===== src/rtl/util_axis_rr_arbiter.sv =====
// util_axis_rr_arbiter: round-robin N:1 AXI-Stream arbiter with a registered output beat.
// Grants may be held per packet (tlast) or per beat.
module util_axis_rr_arbiter #(
    parameter int BUS_WIDTH   = 1,
    parameter int NUM_PORTS   = 4,
    parameter int PACKET_MODE = 1
) (
    input  logic                             aclk,
    input  logic                             arstn,
    input  logic [NUM_PORTS*BUS_WIDTH*8-1:0] s_axis_tdata,
    input  logic [NUM_PORTS-1:0]             s_axis_tvalid,
    input  logic [NUM_PORTS-1:0]             s_axis_tlast,
    output logic [NUM_PORTS-1:0]             s_axis_tready,
    output logic [BUS_WIDTH*8-1:0]           m_axis_tdata,
    output logic                             m_axis_tvalid,
    output logic                             m_axis_tlast,
    output logic [$clog2(NUM_PORTS)-1:0]     m_axis_tdest,
    input  logic                             m_axis_tready
);
    localparam int DW = BUS_WIDTH * 8;
    localparam int IW = $clog2(NUM_PORTS);
    typedef enum logic {ARB, GRANT} state_t;
    state_t state, state_nxt;
    logic [IW-1:0] grant, last_grant, pick, idx;
    logic hit, accept, beat_last;
    logic [DW-1:0] beat_data;
    // First requester strictly after the previous grant, wrapping to port 0.
    always_comb begin
        hit = 1'b0;
        pick = '0;
        idx = '0;
        for (int k = 1; k <= NUM_PORTS; k++) begin
            idx = IW'((int'(last_grant) + k) % NUM_PORTS);
            if (!hit && s_axis_tvalid[idx]) begin
                hit = 1'b1;
                pick = idx;
            end
        end
    end
    always_comb begin
        s_axis_tready = '0;
        if (state == GRANT && arstn) s_axis_tready[grant] = !m_axis_tvalid || m_axis_tready;
    end
    assign accept = s_axis_tvalid[grant] && s_axis_tready[grant];
    assign beat_last = s_axis_tlast[grant];
    assign beat_data = s_axis_tdata[int'(grant)*DW +: DW];
    always_comb begin
        state_nxt = state;
        state_nxt = (state == ARB) ? (hit ? GRANT : ARB)
                  : (accept && (PACKET_MODE == 0 || beat_last)) ? ARB : GRANT;
    end
    always_ff @(posedge aclk) begin
        if (!arstn) begin
            state <= ARB;
            grant <= '0;
            last_grant <= IW'(NUM_PORTS - 1);
            m_axis_tdata <= '0;
            m_axis_tvalid <= 1'b0;
            m_axis_tlast <= 1'b0;
            m_axis_tdest <= '0;
        end else begin
            state <= state_nxt;
            if (state == ARB && hit) grant <= pick;
            if (state == GRANT && state_nxt == ARB) last_grant <= grant;
            if (accept) begin
                m_axis_tdata <= beat_data;
                m_axis_tlast <= beat_last;
                m_axis_tdest <= grant;
                m_axis_tvalid <= 1'b1;
            end else if (m_axis_tready) begin
                m_axis_tvalid <= 1'b0;
            end
        end
    end
endmodule


===== config.mk =====
export PLATFORM = sky130hd
export DESIGN_NAME = util_axis_rr_arbiter
export DESIGN_NICKNAME = d
export VERILOG_FILES = /design/src/rtl/util_axis_rr_arbiter.sv
export SDC_FILE = /design/constraint.sdc
export NUM_CORES = 1
export LEC_CHECK = 0
export CAP_MARGIN = 20
export CELL_PAD_IN_SITES_DETAIL_PLACEMENT = 0
export CELL_PAD_IN_SITES_GLOBAL_PLACEMENT = 2
export CORE_MARGIN = 2
export CORE_UTILIZATION = 21
export CTS_CLUSTER_DIAMETER = 100
export DETAILED_ROUTE_END_ITERATION = 10
export HOLD_SLACK_MARGIN = 0.15
export PLACE_DENSITY = 0.91
export SYNTH_ARGS = -nofsm -noshare
export SYNTH_HDL_FRONTEND = slang
export SYNTH_SLANG_ARGS = --single-unit

===== constraint.sdc =====
create_clock -name aclk -period 2 [get_ports aclk]
set_clock_uncertainty 0.05 [all_clocks]
set_input_delay 0.4 -clock aclk [delete_from_list [all_inputs] [get_ports aclk]]
set_output_delay 0.4 -clock aclk [all_outputs]
set_load 0.1 [all_outputs]

---- Word-level counts from Yosys, hierarchy flattened ----
Cells that the tools add are included.
storage, ports and cells
  register bits ........................... 17
  input bits .............................. 43
  word-level logic and storage cells ...... 66
cells by class
  add/sub/neg operators ................... 4
  magnitude comparators ................... 6
  shifts and indexed selects .............. 1
  multiplexer cells ....................... 30
  bitwise logic cells ..................... 3
  reductions and logical operators ........ 15
operator list
  kind                   count
  $shiftx A32 B6 Y8      1
  $mux W1                17
  $lt A2 B3 Y1 const B   5
  $bmux W1 S2            7
  $logic_and A1 B1 Y1    9
  $mux W2                4
  $add A2 B1 Y2 const B  2
  $add A2 B2 Y2 const B  2
  $and A4 B4 Y4          1
  $logic_not A1 Y1       4
  $mux W4                1
  $demux W1 S2           1
  $ge A2 B1 Y1 const B   1
  $not A1 Y1             2
  $reduce_bool A2 Y1     1
  $logic_or A1 B1 Y1     1

---- Longest topological paths before layout ----
  word-level depth ........................ 17
  depth in mapped cells ................... 6
  gate-level depth less buffers ........... 4

---- Worst setup path before layout ----
No wires, ideal clock.
  path type ............................... register to output
  start ................................... register m_axis_tvalid
  end ..................................... output s_axis_tready[0]
  data arrival time ....................... 3.057 ns
  required time ........................... 1.550 ns
  setup slack ............................. -1.507 ns
  cell stages (with the launch flop) ...... 4
  cell sequence ........................... dfxtp_1 nand2b_1 nand3_1 nor3_1
on the way
  word-level cells in the longest chain between the ends .. 4
ends and longest elaborated chain
  element                         line  RTL
  start: declaration              15    output logic m_axis_tvalid,
  start signal: assignment        58    m_axis_tvalid <= 1'b0;
  start signal: assignment        69    m_axis_tvalid <= 1'b1;
  start signal: assignment        71    m_axis_tvalid <= 1'b0;
  $logic_not A1 Y1                42    if (state == GRANT && arstn) s_axis_tready[grant] = !m_axis_tvalid || m_axis_tready;
  $logic_or A1 B1 Y1              42
  $and A4 B4 Y4 (no source line)  n/a
  $mux W4                         42
  end: declaration                13    output logic [NUM_PORTS-1:0] s_axis_tready,
Every way passes these cells.

---- Final worst setup path ----
  start ................................... input m_axis_tready
  end ..................................... output s_axis_tready[3]
on the way
  word-level cells in the longest chain between the ends .. 3
ends and longest elaborated chain
  element                         line  RTL
  start: declaration              18    input logic m_axis_tready
  $logic_or A1 B1 Y1              42
  $and A4 B4 Y4 (no source line)  n/a
  $mux W4                         42
Every way passes these cells.

==> summary.txt <==
Place WS: -0.1341 ns
TritonCTS clock tree: built
crit share post-route: 91.42%
vias in the first global route: 1007
syn nets: 155
FP Rows: 25
antenna violations before repair: 0
Worst Path Max Fanout: 3
CP delay by family, top: simple AND/OR/NAND/NOR gates
first-pass GRT wire length: 4629 µm
placer congestion estimate: 0.7635
cells along the critical path: dlygate4sd2_1, nand2b_4, and3_1, and3_2, buf_12
Die Wd: 74.66 µm
Tightest Hold Check Type: reg2reg
Antenna Cells: 0
Synth area leader: dfxtp_1
gate count of the mapped netlist: 112
fin worst setup slack: 0.1717 ns
# nets final: 224
core area: 0.004755 mm²
GRT Total Usage: 10.81%
Post-DP HPWL: 2422 µm
die area: 0.005574 mm²
Area contributors post-synth: dfxtp_1 (32%), mux4_1 (20%), nand2_1 (8.9%)
Final Hold Slack: 0.4077 ns
Worst R2R Path Depth: 3
Filler cells: 481
DR WL/cell: 11.99 µm
Avg Cell Area, Syn: 9.362 µm²
Critical-path top delay cell: dlygate4sd2_1
Pins Over Slew Limit: 0
Num CTS Buffers: 3
endpoints failing setup: 0
first-pass detailed-route iteration total: 2
commonest non-fill, non-tap cell in the layout: clkdlybuf4s50_1
Netlist cell types: 26
CP Class: in2out
Clock Latency Late Sink: 0.24 ns
share of cells above drive strength 1: 27.22%
area share of the leading cell type in the synthesized netlist: 32.46%
Clock Root Buffer: clkbuf_8
RSZ-0062 raised after global routing: no
setup_tns: 0 ns
area grow syn2layout: 77.21%
largest net degree at the start of global routing: 23
GRT Residual Overflow: 0
crit start category: input port
vias per inst: 4.320
final core occ: 39.08%
Post-Synthesis Cell Area: 0.001049 mm²
sum of buffers and inverters on the critical path: 2
PD cells: 583.5 mW/mm²
r2r setup slk: 0.38 ns
Clock Pin Slew Worst Setup and Hold Paths: 0.06 ns
Die Height: 74.66 µm
commonest non-fill, non-tap cells in the layout: clkdlybuf4s50_1 (40), nand2_1 (25), buf_4 (25)
#FFs+latches synth: 17
hold path cells: 2
Req. time, crit path: 1.55 ns
Iteration-0 DRC Markers: 50
clk sink count: 17
Rel. slew slack: 71.44%
Ys Warns: 0
CP endpoint kind: primary output
LEAKAGE: 0.7424 nW
CTS Hold Buffers Added: 0
CP Depth: 5
io pins: 59
Arrival @ worst endpoint: 1.38 ns
DRC: 0
Achievable Freq: 546.9 MHz
Peak VDD IR: 0.2167 mV
IO Port Bufs: 58
slew of the pin with the lowest slew margin: 0.4278 ns
Final Hold Fails: 0
initial core utilization: 22.05%
H-Tree Depth: 1
status: completed
Total Wirelength: 2961 µm
vias: 1067
sequential-to-total area share from yosys stat: 32.46%
CTS Buffer Depth: 2
Min Clock Period, post-route: 1.828 ns
max-cap violation count: 0
Antenna Nets Post-Route: 0
Slowest Stage Delay on Critical Path: 0.24 ns
==> kinds of logic after synthesis <==
kind of cell / after synthesis / synth area share, %
AOI/OAI and AO/OA: 28 / 18.38
and+or+nand+nor: 47 / 20.76
DFF: 17 / 32.46
buffers and inverters: 11 / 6.204
muxes: 9 / 22.20
==> metal layers <==
layer / global-route usage (%) / up-vias / part of all wire, %
met5: 0 / - / 0
met4: 1.786 / 0 / 0.88
met3: 2.142 / 2 / 3.2
met2: 18.88 / 27 / 53
met1: 14.13 / 488 / 42
li1: - / 550 / -
==> where the power goes <==
group,switching (mW),total [mW],internal [mW]
Combinational,0.254,0.447,0.193
Clock,0.108,0.249,0.141
Sequential,0.0226,0.388,0.366
==> registers in the layout, indices dropped and copies added, names as in the netlist <==
name,flops
m_axis_tdata,8
grant,2
last_grant,2
m_axis_tdest,2
m_axis_tlast,1
m_axis_tvalid,1
state,1
==> layout make-up <==
class	instances	area, µm²	area share, %
clock buffers	4	45.04	2.424
inverters	3	11.26	0.6061
multi-input cells	84	679.4	36.57
flip-flops and latches	17	341.6	18.38
well taps	67	83.83	4.512
repair buffers	72	696.9	37.51
==> worst min-delay path, stage by stage, from the launching register on <==
cell,delay [ns]
dfxtp_1,0.31
nand2_1,0.06
o21ai_2,0.04
==> Yosys cell counts <==
library cell  number
nor3_1             1
o21ai_2            7
nand2b_1           3
buf_2              1
a311o_1            1
mux4_1             8
nor2b_1            2
o211ai_1           2
inv_1              3
buf_6              3
nand3_1            4
a21oi_1            3
mux4_2             1
o21ai_0            8
and3_1             3
nand2_1           25
and2_1             2
nor2_1             5
dfxtp_1           17
and4_4             1
o21ai_1            2
a221oi_1           1
a32oi_1            2
nor4_1             1
o21a_1             2
clkbuf_1           4
==> repair_timing <==
item / 4_1_cts / 5_1_grt
endpoints found under the hold margin: 0 / 0
buffers inserted: 1 / 0
setup endpoints to repair: 4 / 0
gates resized for setup: 7 / 0
==> path summary, 6_finish.rpt <==
kind                                     start                      endpoint
hold / removal    m_axis_tdata[5]$_SDFFE_PN0P_  m_axis_tdata[5]$_SDFFE_PN0P_
hold reg to reg   m_axis_tdata[5]$_SDFFE_PN0P_  m_axis_tdata[5]$_SDFFE_PN0P_
setup / recovery                 m_axis_tready              s_axis_tready[3]
setup reg to reg         grant[1]$_SDFFE_PN0P_    m_axis_tvalid$_SDFFE_PN0P_
==> through the flow <==
| step | total power [mW] | instances | area [µm²] |
|---|---|---|---|
| floorplan | 0.6712 | 112 | 1065 |
| global placement | 0.8347 | 242 | 1783 |
| detailed placement | 0.8397 | 242 | 1783 |
| CTS | 1.103 | 247 | 1858 |
| global route | 1.144 | 247 | 1858 |
| finish | 1.084 | 247 | 1858 |
Power figures use the tool's default switching activity.
